--- config.mk ---
export PLATFORM = sky130hd
export DESIGN_NAME = score_draw_engine
export DESIGN_NICKNAME = d
export VERILOG_FILES = /design/src/rtl/score_draw_engine.sv
export SDC_FILE = /design/constraint.sdc
export NUM_CORES = 1
export LEC_CHECK = 0
export ABC_AREA = 0
export CORE_MARGIN = 4
export CORE_UTILIZATION = 49
export DETAILED_ROUTE_END_ITERATION = 10
export PLACE_DENSITY = 0.79
export SETUP_SLACK_MARGIN = 0.1
export SYNTH_ARGS = -nofsm -noshare
export SYNTH_HDL_FRONTEND = slang
export SYNTH_SLANG_ARGS = --single-unit
--- constraint.sdc ---
create_clock -name clk -period 7.16 [get_ports clk]
set_input_delay 0.716 -clock clk [delete_from_list [all_inputs] [get_ports clk]]
set_output_delay 0.716 -clock clk [all_outputs]
set_load 0.02 [all_outputs]
--- src/rtl/score_draw_engine.sv ---
// Draws DIGITS BCD glyphs from a row-addressed font ROM into a pixel frame buffer.
// Optional: define SCORE_BLANK_LEADING_ZEROS_EN to draw leading zero digits blank.
module score_draw_engine #(
    parameter int         DIGITS   = 4,
    parameter int         X0       = 8,
    parameter int         Y0       = 8,
    parameter int         SCREEN_W = 320,
    parameter logic [7:0] FG       = 8'hFF,
    parameter logic [7:0] BG       = 8'h00
) (
    input  logic        clk,
    input  logic        rst_n,
    input  logic        draw_score_start,
    input  logic [15:0] score,
    output logic        draw_score_done,
    output logic        busy,
    output logic [6:0]  font_addr,
    input  logic [7:0]  font_data,
    output logic        fb_we,
    output logic [16:0] fb_addr,
    output logic [7:0]  fb_data,
    input  logic        fb_ack
);

    typedef enum logic [2:0] {
        S_IDLE,
        S_FETCH,
        S_WAIT_ROM,
        S_WRITE,
        S_DONE
    } state_t;

    localparam logic [1:0] LAST_DIGIT = 2'(DIGITS - 1);

    state_t      r_state;
    logic [15:0] r_score;
    logic [1:0]  r_digit;
    logic [2:0]  r_row;
    logic [2:0]  r_col;
    logic [7:0]  r_glyph;

    state_t      w_state_n;
    logic [15:0] w_score_n;
    logic [1:0]  w_digit_n;
    logic [2:0]  w_row_n;
    logic [2:0]  w_col_n;
    logic [7:0]  w_glyph_n;
    logic [3:0]  w_nib;
    logic [3:0]  w_fnib;
    logic        w_blank;
    logic [6:0]  w_font_n;
    logic [16:0] w_addr_n;
    logic [7:0]  w_data_n;

    // Digit 0 is the most significant nibble actually in use.
    function automatic logic [3:0] nib_of(
        input logic [15:0] s,
        input logic [1:0]  d
    );
        logic [3:0] v;
        v = 4'd0;
        for (int k = 0; k < 4; k++) begin
            if (k == DIGITS - 1 - int'(d)) v = s[4*k +: 4];
        end
        return v;
    endfunction

    function automatic logic lead_zero(
        input logic [15:0] s,
        input logic [1:0]  d
    );
        logic z;
        z = (int'(d) != DIGITS - 1);
        for (int k = 0; k < 4; k++) begin
            if (k <= int'(d) && nib_of(s, 2'(k)) != 4'd0) z = 1'b0;
        end
        return z;
    endfunction

    assign w_nib = nib_of(r_score, r_digit);

`ifdef SCORE_BLANK_LEADING_ZEROS_EN
    assign w_blank = (w_nib > 4'd9) || lead_zero(r_score, r_digit);
`else
    assign w_blank = (w_nib > 4'd9);
`endif

    always_comb begin
        w_state_n = r_state;
        w_score_n = r_score;
        w_digit_n = r_digit;
        w_row_n   = r_row;
        w_col_n   = r_col;
        w_glyph_n = r_glyph;
        unique case (r_state)
            S_IDLE: begin
                if (draw_score_start) begin
                    w_state_n = S_FETCH;
                    w_score_n = score;
                    w_digit_n = 2'd0;
                    w_row_n   = 3'd0;
                    w_col_n   = 3'd0;
                end
            end
            S_FETCH: begin
                w_state_n = S_WAIT_ROM;
            end
            S_WAIT_ROM: begin
                w_state_n = S_WRITE;
                w_glyph_n = w_blank ? 8'h00 : font_data;
                w_col_n   = 3'd0;
            end
            S_WRITE: begin
                if (fb_ack) begin
                    if (r_col == 3'd7) begin
                        if (r_row == 3'd7 && r_digit == LAST_DIGIT) begin
                            w_state_n = S_DONE;
                        end else begin
                            w_state_n = S_FETCH;
                            w_row_n   = r_row + 3'd1;
                            if (r_row == 3'd7) w_digit_n = r_digit + 2'd1;
                        end
                    end else begin
                        w_col_n = r_col + 3'd1;
                    end
                end
            end
            S_DONE: begin
                w_state_n = S_IDLE;
            end
            default: begin
                w_state_n = S_IDLE;
            end
        endcase
    end

    // Registered outputs are computed from the next-cycle counters.
    assign w_fnib   = nib_of(w_score_n, w_digit_n);
    assign w_font_n = (w_fnib > 4'd9) ? 7'd0 : {w_fnib, w_row_n};
    assign w_data_n = w_glyph_n[~w_col_n] ? FG : BG;
    assign w_addr_n = 17'((Y0 + int'(w_row_n)) * SCREEN_W + X0
                          + int'(w_digit_n) * 8 + int'(w_col_n));

    always_ff @(posedge clk or negedge rst_n) begin
        if (!rst_n) begin
            r_state         <= S_IDLE;
            r_score         <= 16'd0;
            r_digit         <= 2'd0;
            r_row           <= 3'd0;
            r_col           <= 3'd0;
            r_glyph         <= 8'd0;
            busy            <= 1'b0;
            fb_we           <= 1'b0;
            draw_score_done <= 1'b0;
            fb_addr         <= 17'd0;
            fb_data         <= 8'd0;
            font_addr       <= 7'd0;
        end else begin
            r_state         <= w_state_n;
            r_score         <= w_score_n;
            r_digit         <= w_digit_n;
            r_row           <= w_row_n;
            r_col           <= w_col_n;
            r_glyph         <= w_glyph_n;
            busy            <= (w_state_n != S_IDLE);
            fb_we           <= (w_state_n == S_WRITE);
            draw_score_done <= (w_state_n == S_DONE);
            fb_addr         <= w_addr_n;
            fb_data         <= w_data_n;
            font_addr       <= w_font_n;
        end
    end

endmodule

Word level (Yosys, flattened, before mapping)
Cells that the tools add are included.
{"block": "op_classes", "reduce_logical": 5, "n_bitwise": 1, "n_mul": 1, "n_div": 0, "n_lt_le_gt_ge": 3, "shift": 0, "mux": 36, "eq_ne": 14, "addsub": 9}
{"cell": "$logic_not 32->1", "count": 2}
{"cell": "$mux 3", "count": 11}
{"cell": "$mux 16", "count": 2}
{"cell": "$mux 4", "count": 8}
{"cell": "$mux 8", "count": 3}
{"cell": "$add 16x3->17", "count": 1}
{"cell": "$add 15x5->16", "count": 1}
{"cell": "$add 14x4->15 const B", "count": 1}
{"cell": "$eq 3x3->1 const A", "count": 4}
{"cell": "$pmux 3 s4", "count": 1}
{"cell": "$mux 2", "count": 5}
{"cell": "$eq 3x2->1 const B", "count": 3}
{"cell": "$eq 3x3->1 const B", "count": 3}
{"cell": "$pmux 3 s3", "count": 1}
{"cell": "$gt 4x4->1 const B", "count": 2}
{"cell": "$mul 5x3->8 const B", "count": 1}
{"cell": "$mux 7", "count": 1}
{"cell": "$add 3x1->3 const B", "count": 2}
{"cell": "$eq 2x3->1 const A", "count": 2}
{"cell": "$pmux 3 s2", "count": 1}
{"cell": "$sub 2x2->3 const A", "count": 2}
{"cell": "$add 4x3->5 const A", "count": 1}
{"cell": "$lt 3x4->1 const B", "count": 1}
{"cell": "$pmux 2 s2", "count": 1}
{"cell": "other kinds (9)", "count": 9}
{"block": "totals", "latch_bits": 0, "reg_bits": 70, "ramBits": 0, "output_inout_bits": 35, "elab_cells": 81, "mem_count": 0, "romBits": 0}

Depth between registers and ports, before layout
Gate-level depths: netlist of run 1.
{"block": "depth", "word_depth": 14, "mapped_depth": 13, "ltp_nobuf": 13}

Worst setup path before layout of run 1
No wires, ideal clock.
{"block": "synth_timing", "kind": "input to register", "from": "input port draw_score_start", "to": "register font_addr[0]", "setup_ps": 66, "t_arrival_ps": 2863, "required_time_ps": 7094, "stages": 11, "setup_slack_ps": 4231, "n_path_buf": 0, "cell_sequence": "or3b_2 a21oi_1 o21ai_0 mux2_2 inv_1 ha_1 nor2b_1 a221o_1 a22oi_2 nand2b_1 and2_1"}
{"block": "synth_via", "elab_chain_cells": 10, "elab_cells_between_ends": 17, "cone_classes": "add/sub (1); order compare (1); eq/ne (3); mux (11); reduce/logical (1)"}
{"item": "start: declaration", "line": "13", "rtl": "input logic draw_score_start,"}
{"item": "$mux 2 *", "line": "97", "rtl": "if (draw_score_start) begin"}
{"item": "$pmux 2 s2 *", "line": "95", "rtl": "unique case (r_state)"}
{"item": "named net w_digit_n[0]", "line": "44", "rtl": "logic [1:0] w_digit_n;"}
{"item": "$sub 2x2->3 *", "line": "63", "rtl": "if (k == DIGITS - 1 - int'(d)) v = s[4*k +: 4];"}
{"item": "$logic_not 32->1", "line": "63"}
{"item": "$mux 4 (3 in series)", "line": "63"}
{"item": "$mux 4 *", "line": "63"}
{"item": "$gt 4x4->1 *", "line": "139", "rtl": "assign w_font_n = (w_fnib > 4'd9) ? 7'd0 : {w_fnib, w_row_n};"}
{"item": "$mux 7 *", "line": "139"}
{"item": "named net w_font_n[0]", "line": "51", "rtl": "logic [6:0] w_font_n;"}
{"item": "end signal: assignment", "line": "170", "rtl": "font_addr <= w_font_n;"}
{"item": "end: declaration", "line": "17", "rtl": "output logic [6:0] font_addr,"}
Mark *: on every way through the listed nets, which the timed path passes. The rest lies on a longest branch.

Worst setup path in the final report of run 1
{"block": "layout_timing", "from": "input port draw_score_start", "to": "register font_addr[3]"}
{"block": "layout_via", "elab_chain_cells": 10, "elab_cells_between_ends": 15, "cone_classes": "add/sub (1); order compare (1); eq/ne (3); mux (9); reduce/logical (1)"}
{"item": "$mux 2 *", "line": "97"}
{"item": "$pmux 2 s2 *", "line": "95"}
{"item": "named net w_digit_n[0]", "line": "44"}
{"item": "$sub 2x2->3 *", "line": "63"}
{"item": "$logic_not 32->1", "line": "63"}
{"item": "$mux 4 (3 in series)", "line": "63"}
{"item": "$mux 4 *", "line": "63"}
{"item": "$gt 4x4->1", "line": "139"}
{"item": "$mux 7 *", "line": "139"}
{"item": "named net w_font_n[3]", "line": "51"}
Marked as above.

==> results of run 1 <==
[cells by family after synthesis]
| family | after synthesis | share of synthesized area |
|---|---|---|
| other cells | 1 | 0.00141 |
| compound gates | 51 | 0.157 |
| fa+ha+maj | 14 | 0.0687 |
| simple gates | 51 | 0.105 |
| flops | 54 | 0.508 |
| buf+inv | 34 | 0.0753 |
| mux | 20 | 0.0847 |
[area by class of cell]
| class | count | area [sq um] |
|---|---|---|
| inverter | 16 | 60.1 |
| clock inverter | 1 | 7.51 |
| clock buffer | 6 | 72.6 |
| fill | 432 | 1890 |
| timing repair buffer | 59 | 583 |
| multi-input combinational | 140 | 1120 |
| sequential | 54 | 1350 |
| tap | 70 | 87.6 |
[layout by cell type, fill, tap and decap left out, types with 2 or more instances in the layout]
| master | Yosys | layout |
|---|---|---|
| sky130_fd_sc_hd__a211oi_1 | 2 | 2 |
| sky130_fd_sc_hd__a21boi_0 | 2 | 2 |
| sky130_fd_sc_hd__a21oi_1 | 5 | 5 |
| sky130_fd_sc_hd__a221o_1 | 2 | 2 |
| sky130_fd_sc_hd__a221oi_1 | 3 | 3 |
| sky130_fd_sc_hd__a22o_1 | 9 | 9 |
| sky130_fd_sc_hd__a22oi_1 | 2 | 2 |
| sky130_fd_sc_hd__a31oi_1 | 4 | 4 |
| sky130_fd_sc_hd__and2_1 | 3 | 3 |
| sky130_fd_sc_hd__and3_1 | 3 | 3 |
| sky130_fd_sc_hd__clkbuf_8 | 0 | 5 |
| sky130_fd_sc_hd__clkdlybuf4s50_1 | 0 | 57 |
| sky130_fd_sc_hd__conb_1 | 1 | 4 |
| sky130_fd_sc_hd__dfrtp_1 | 54 | 54 |
| sky130_fd_sc_hd__ha_1 | 13 | 13 |
| sky130_fd_sc_hd__inv_1 | 16 | 16 |
| sky130_fd_sc_hd__mux2_2 | 16 | 16 |
| sky130_fd_sc_hd__mux2i_1 | 2 | 2 |
| sky130_fd_sc_hd__nand2_1 | 11 | 11 |
| sky130_fd_sc_hd__nor2_1 | 16 | 16 |
| sky130_fd_sc_hd__nor2b_1 | 4 | 4 |
| sky130_fd_sc_hd__nor3b_1 | 2 | 2 |
| sky130_fd_sc_hd__o21ai_0 | 8 | 8 |
| sky130_fd_sc_hd__o21bai_1 | 2 | 2 |
| sky130_fd_sc_hd__o22a_2 | 2 | 2 |
| sky130_fd_sc_hd__or2_2 | 2 | 2 |
[sequential cells by signal, indices dropped and copies added, names as in the netlist]
| register | cells |
|---|---|
| r_score | 16 |
| r_state | 3 |
| r_col | 2 |
| fb_data | 1 |
| draw_score_done | 1 |
| fb_we | 1 |
| font_addr | 7 |
| r_digit | 2 |
| busy | 1 |
| r_glyph | 8 |
| r_row | 3 |
| fb_addr | 9 |
[through the flow]
stage / hold slack, ns / worst slack (ns)
after detailed placement: 0.485 / 3.44
after CTS: 0.510 / 3.75
final: 0.507 / 3.75
after global placement: 0.483 / 3.55
after global routing: 0.530 / 3.55
after floorplan: 0.420 / 4.23
[final timing paths]
path / startpoint / end / slack (ns) / cells after the start
max: draw_score_start / font_addr[3] / 3.75 / 12
min: r_glyph[3] / r_glyph[3] / 0.51 / 1
max reg2reg: r_state[0] / font_addr[3] / 4.14 / 11
min reg2reg: r_glyph[3] / r_glyph[3] / 0.51 / 1
max in group asynchronous: rst_n / font_addr[2] / 6.21 / 2
min in group asynchronous: rst_n / r_glyph[6] / 0.52 / 2
[synth_stat cells (2+ instances only)]
| cell | instances |
|---|---|
| sky130_fd_sc_hd__a211oi_1 | 2 |
| sky130_fd_sc_hd__a21boi_0 | 2 |
| sky130_fd_sc_hd__a21oi_1 | 5 |
| sky130_fd_sc_hd__a221o_1 | 2 |
| sky130_fd_sc_hd__a221oi_1 | 3 |
| sky130_fd_sc_hd__a22o_1 | 9 |
| sky130_fd_sc_hd__a22oi_1 | 2 |
| sky130_fd_sc_hd__a31oi_1 | 4 |
| sky130_fd_sc_hd__and2_1 | 3 |
| sky130_fd_sc_hd__and3_1 | 3 |
| sky130_fd_sc_hd__buf_4 | 13 |
| sky130_fd_sc_hd__buf_6 | 3 |
| sky130_fd_sc_hd__dfrtp_1 | 54 |
| sky130_fd_sc_hd__ha_1 | 13 |
| sky130_fd_sc_hd__inv_1 | 16 |
| sky130_fd_sc_hd__mux2_2 | 16 |
| sky130_fd_sc_hd__mux2i_1 | 2 |
| sky130_fd_sc_hd__nand2_1 | 11 |
| sky130_fd_sc_hd__nor2_1 | 16 |
| sky130_fd_sc_hd__nor2b_1 | 4 |
| sky130_fd_sc_hd__nor3b_1 | 2 |
| sky130_fd_sc_hd__o21ai_0 | 8 |
| sky130_fd_sc_hd__o21bai_1 | 2 |
| sky130_fd_sc_hd__o22a_2 | 2 |
| sky130_fd_sc_hd__or2_2 | 2 |
[layer usage]
metal  GRT usage  wire [um]  part of all wire
met1       0.223       2400              0.46
met2       0.270       2340              0.45
met3      0.0417        355             0.068
met4      0.0532        110             0.021
met5           0          0                 0
[where the power goes]
part	switching, W	internal, W	total, W
Combinational	0.000238	0.000228	0.000466
Clock	0.0000939	0.0000673	0.000161
Sequential	0.0000542	0.000385	0.000439
Total	0.000386	0.000680	0.00107
==> key figures, run 1 <==
Placed design
  • Dpl hpwl: 3.87 mm
  • Post-Place Cells: between 300 and 400
  • Placed standard-cell area: 3200 sq um
  • PortBufs: between 50 and 60
  • Routability Congestion: 0.866

Critical path
  • Nature of the critical path startpoint: input pin
  • Worst path buffer plus inverter count: 2
  • Critical path endpoint category: flip-flop
  • Req. time, crit path: around 7.4 ns
  • Signal arrival time at the worst endpoint: 3.66 ns
  • Crit path max-delay cell type: sky130_fd_sc_hd__clkdlybuf4s50_1
  • CP delay by family, top: compound AO/OA/AOI/OAI gates
  • Maximum fanout count along the critical path: 5
  • Cell-by-cell listing of the critical path: clkdlybuf4s50_1, or3b_2, a21oi_1, o21ai_0, mux2_2, inv_1, ha_1, nor2b_1, a221o_1, a22oi_2, nand2b_1, and2_1
  • Type of the setup path with the least slack: in2reg
  • Peak per-stage delay on the critical path: a little over 0.5 ns

STA
  • Post-layout min period: roughly 3.4 ns
  • Setup Viol. Count Final: 0
  • Fraction of the cycle the final worst path needs: 0.477
  • Setup Total Neg Slack: 0 ns
  • Pins Over Slew Limit: 0
  • Slew at the pin closest to its max-slew limit: a little over 1 ns
  • Highest clock rate: roughly 0.29 GHz
  • RSZ-0062 raised after global routing: no
  • Count of endpoints failing hold in the final timing report: 0
  • Clock skew after layout: 0.00381 ns
  • Remaining max-slew budget at the tightest pin: 0.318

Clock tree
  • CTS tree: done
  • Bufs on Longest Clock Path: 2
  • Clock sink total: between 50 and 60
  • CTS HTree Levels: 2
  • CTS clock-pin slew for the worst setup and hold paths: 0.09 ns
  • Library cell used as clock root buffer: sky130_fd_sc_hd__clkbuf_8
  • Setup repair bufs after CTS: 0
  • Clock insertion delay at the later pin of the skew report: 0.30 ns
  • Hold-fix buffers at CTS: 0
  • Number of buffers added by the clock tree synthesis step: 5
  • Resized Gates After CTS: 0

Power and ir drop
  • Worst vdd ir: 0.203 mV
  • Final Power: 0.00107 W
  • Cell Pwr Density: 325 nW/um^2
  • Leakage dissipation: approximately 1.5 nW

GRT
  • Global-route total usage across every layer: 0.168
  • Global route overflow: 0
  • First-pass GRT wire length: 8.59 mm
  • Via count of the first global-routing pass: 1,844
  • Pin count of the biggest net entering global routing: 55
  • Number of antenna violations at the first check in global routing: 0

Hold path
  • HP Class: reg2reg

Synth
  • Library cells used by synthesis: 51
  • Share of flip-flops with an asynchronous set or reset after synthesis: 1.00
  • Netlist Area Pre-Place: about 2700 sq um
  • Top FF cell, synth: sky130_fd_sc_hd__dfrtp_1
  • Average cell area after synthesis: 11.8 sq um
  • Number of enable flip-flop cells after synthesis: 0
  • Library cell with the largest summed area after synthesis: sky130_fd_sc_hd__dfrtp_1
  • Synth area leaders: sky130_fd_sc_hd__dfrtp_1, sky130_fd_sc_hd__mux2_2, sky130_fd_sc_hd__ha_1, sky130_fd_sc_hd__buf_4, sky130_fd_sc_hd__a22o_1
  • Syn. warnings: 0
  • Part of the Yosys area used for sequential elements: 0.508
  • Flip-flop and latch count after synthesis: 54
  • Instance count of the mapped netlist: 225
  • Area fraction of the dominant cell type after synthesis: 0.508

Routing
  • Iteration-0 DRC count of the detailed router: 82
  • Total detailed-routing wirelength: 5.20 mm
  • Via-to-Cell Ratio: 5.24
  • Vias after detailed routing: 1,813
  • Drt wl/cell: between 15 and 20 um
  • Drt first pass iters: 4
  • Drc violations: 0
  • Post-route ant nets: 0

Status
  • Outcome: finished, final reports clean

Die
  • Die span in y: between 80 and 90 um
  • Number of rows in the core area: 26
  • Number of ports placed on the die boundary: 63
  • Chip Width: 81.7 um
  • DIE AREA: 6670 sq um
  • Starting utilization of the core area: 0.514
  • Std-Cell Core Area: between 5000 and 6000 sq um

Final layout
  • Post-layout net count: 318
  • Non-filler cells, final: 346
  • Number of inserted diodes: 0
  • Area Overhead vs Synth: 23.4%
  • Cell area after layout: 3280 sq um
  • Final core utilization: 0.634
  • Share of post-route cells with drive strength above 1: 0.141

Run
  • Count of maximum capacitance violations: 0
Note: power is estimated with default switching activity, not from simulation.
==> run 2, diff against run 1 <==
CORE_UTILIZATION = 45   (was 49)
PLACE_DENSITY = 0.76   (was 0.79)
clock period = 2.8 ns   (was 7.16 ns; I/O delays follow)
==> key figures, run 2 (synthesis gave the netlist of run 1 again) <==
Clock tree
  • CTS HTree Levels: 2 (unchanged)
  • Library cell used as clock root buffer: sky130_fd_sc_hd__clkbuf_8 (unchanged)
  • CTS clock-pin slew for the worst setup and hold paths: 0.09 ns (about the same)
  • Number of buffers added by the clock tree synthesis step: 5 (unchanged)
  • Hold-fix buffers at CTS: 0 (unchanged)
  • Bufs on Longest Clock Path: 2 (unchanged)
  • Clock insertion delay at the later pin of the skew report: 0.30 ns (about the same)
  • Clock sink total: 54 (unchanged)
  • CTS tree: done (unchanged)

Critical path
  • Nature of the critical path startpoint: flip-flop (was input pin)
  • Req. time, crit path: 3.04 ns (was 7.40 ns)
  • Type of the setup path with the least slack: reg2reg (was in2reg)
  • Signal arrival time at the worst endpoint: 2.92 ns (was 3.66 ns)
  • Maximum fanout count along the critical path: 4 (was 5)
  • Critical path endpoint category: flip-flop (unchanged)

Hold path
  • HP Class: in2async (was reg2reg)

Final layout
  • Post-layout net count: 350 (was 318)
  • Cell area after layout: 3690 sq um (was 3280 sq um)
  • Largest registers: r_score x16, fb_addr x9, r_glyph x8 (unchanged)
  • Number of inserted diodes: 0 (unchanged)
  • Most frequent standard cell in the layout excluding fill and tap cells: sky130_fd_sc_hd__clkdlybuf4s50_1 (unchanged)
  • Multi-input combinational cell area: 1270 sq um (was 1120 sq um)
  • Layout filler cell count: 424 (was 432)
  • Non-filler cells, final: 381 (was 346)
  • Storage cell area: 1350 sq um (about the same)
  • Register with the most flip-flops: r_score (unchanged)
  • Share of post-route cells with drive strength above 1: 0.317 (was 0.141)
  • Area Overhead vs Synth: 38.8% (was 23.4%)
  • Top library cells by usage in the layout, fill and taps aside: sky130_fd_sc_hd__clkdlybuf4s50_1, sky130_fd_sc_hd__dfrtp_1, sky130_fd_sc_hd__buf_4, sky130_fd_sc_hd__nor2_1, sky130_fd_sc_hd__mux2_2 (was sky130_fd_sc_hd__clkdlybuf4s50_1, sky130_fd_sc_hd__dfrtp_1, sky130_fd_sc_hd__nor2_1, sky130_fd_sc_hd__inv_1, sky130_fd_sc_hd__mux2_2)
  • Number of flip-flops in the largest register: 16 (unchanged)

Routing
  • Drc violations: 0 (unchanged)
  • Via-to-Cell Ratio: 5.12 (was 5.24)
  • Iteration-0 DRC count of the detailed router: 58 (was 82)
  • Drt wl/cell: 15.4 um (was 15.0 um)
  • Post-route ant nets: 0 (unchanged)
  • Total detailed-routing wirelength: 5.87 mm (was 5.20 mm)
  • Vias after detailed routing: 1,951 (was 1,813)
  • Drt first pass iters: 4 (unchanged)

GRT
  • Global route overflow: 0 (unchanged)
  • Number of antenna violations at the first check in global routing: 0 (unchanged)
  • Via count of the first global-routing pass: 1,997 (was 1,844)
  • First-pass GRT wire length: 9.49 mm (was 8.59 mm)
  • Pin count of the biggest net entering global routing: 32 (was 55)
  • Global-route total usage across every layer: 0.166 (was 0.168)

Placed design
  • Post-Place Cells: 367 (was 339)
  • Dpl hpwl: 4.39 mm (was 3.87 mm)
  • PortBufs: 58 (unchanged)
  • Placed standard-cell area: 3410 sq um (was 3200 sq um)
  • Routability Congestion: 0.801 (was 0.866)

Die
  • DIE AREA: 7210 sq um (was 6670 sq um)
  • Starting utilization of the core area: 0.474 (was 0.514)
  • Number of ports placed on the die boundary: 63 (unchanged)
  • Die span in y: 84.9 um (was 81.7 um)
  • Chip Width: 84.9 um (was 81.7 um)
  • Std-Cell Core Area: 5610 sq um (was 5170 sq um)
  • Number of rows in the core area: 27 (was 26)

STA
  • Pins Over Slew Limit: 0 (unchanged)
  • Remaining max-slew budget at the tightest pin: 0.537 (was 0.318)
  • Highest clock rate: around 0.37 GHz
  • RSZ-0062 raised after global routing: yes (was no)
  • Setup Viol. Count Final: 0 (unchanged)
  • Count of endpoints failing hold in the final timing report: 0 (unchanged)
  • Clock skew after layout: 0.00523 ns (was 0.00381 ns)
  • Fraction of the cycle the final worst path needs: 0.958
  • Slew at the pin closest to its max-slew limit: 0.695 ns (was 1.02 ns)
  • Post-layout min period: 2.68 ns

Run
  • Count of maximum capacitance violations: 0 (unchanged)

Power and ir drop
  • Leakage dissipation: 1.66 nW (was 1.47 nW)
  • Cell Pwr Density: 804 nW/um^2 (was 325 nW/um^2)
  • Final Power: 0.00297 W (was 0.00107 W)
  • Worst vdd ir: 0.508 mV (was 0.203 mV)

Status
  • Outcome: finished, final reports clean (unchanged)
[run 2: cell count changes in the layout (fill, tap and decap cells not counted), moves of 3 or more]
cell                    delta
sky130_fd_sc_hd__buf_4    +31
sky130_fd_sc_hd__ha_1      -8
sky130_fd_sc_hd__ha_2      +3
sky130_fd_sc_hd__ha_4      +5
sky130_fd_sc_hd__inv_1     -3
sky130_fd_sc_hd__inv_2     +3
[run 2: final timing paths]
check | slack (ns) | to | cells after the start | from
setup / recovery | 0.12 | font_addr[6] | 11 | r_state[0]
hold / removal | 0.02 | r_glyph[1] | 1 | rst_n
setup reg to reg | 0.12 | font_addr[6] | 11 | r_state[0]
hold reg to reg | 0.51 | r_score[0] | 1 | r_score[0]
max in group asynchronous | 2.14 | r_score[3] | 2 | rst_n
min in group clk | 0.51 | r_score[0] | 1 | r_score[0]
[run 2: repair_timing]
action	in CTS	in global routing
buffers inserted	3	3
pin swaps	6	8
resized for setup	14	23
setup endpoints to repair	5	8
[run 2: where the power goes]
part / switching, W / leakage (nW) / internal, W
logic: 0.000697 / 0.943 / 0.000747
clock network: 0.000241 / 0.0452 / 0.000177
registers: 0.000123 / 0.672 / 0.000986
total: 0.00106 / 1.66 / 0.00191
[run 2: worst max-delay path: stages, from the launching register on]
cell	delay [ns]
sky130_fd_sc_hd__dfrtp_1	0.39
sky130_fd_sc_hd__or3b_4	0.41
sky130_fd_sc_hd__a21oi_4	0.17
sky130_fd_sc_hd__o21ai_2	0.09
sky130_fd_sc_hd__buf_4	0.14
sky130_fd_sc_hd__a22o_4	0.24
sky130_fd_sc_hd__ha_4	0.18
sky130_fd_sc_hd__buf_6	0.12
sky130_fd_sc_hd__a221o_1	0.37
sky130_fd_sc_hd__a22oi_2	0.22
sky130_fd_sc_hd__buf_4	0.16
sky130_fd_sc_hd__and2_2	0.14
[run 2: routing by layer]
metal  share of wire  GRT usage
met3           0.049     0.0350
met1            0.42      0.205
met2            0.53      0.300
met5               0          0
met4          0.0037     0.0331
[run 2: per-stage QoR]
stage          worst slack [ns]  hold WS (ns)   util  TNS, ns
4_1_cts                   0.102        0.0332  0.635        0
3_5_place_dp             -0.419         0.369  0.607    -2.24
6_report                  0.119        0.0178  0.658        0
2_1_floorplan            0.0980       -0.0156      -        0
5_1_grt                  0.0443        0.0616  0.658        0
3_3_place_gp             -0.276         0.348  0.607    -1.38
[run 2: area by class of cell]
type / count / share of cell area
clock inverters: 2 / 0.00373
repair buffers: 91 / 0.225
multi-input cells: 140 / 0.345
inverters: 16 / 0.0163
clock buffers: 6 / 0.0197
well taps: 72 / 0.0244
flip-flops and latches: 54 / 0.367
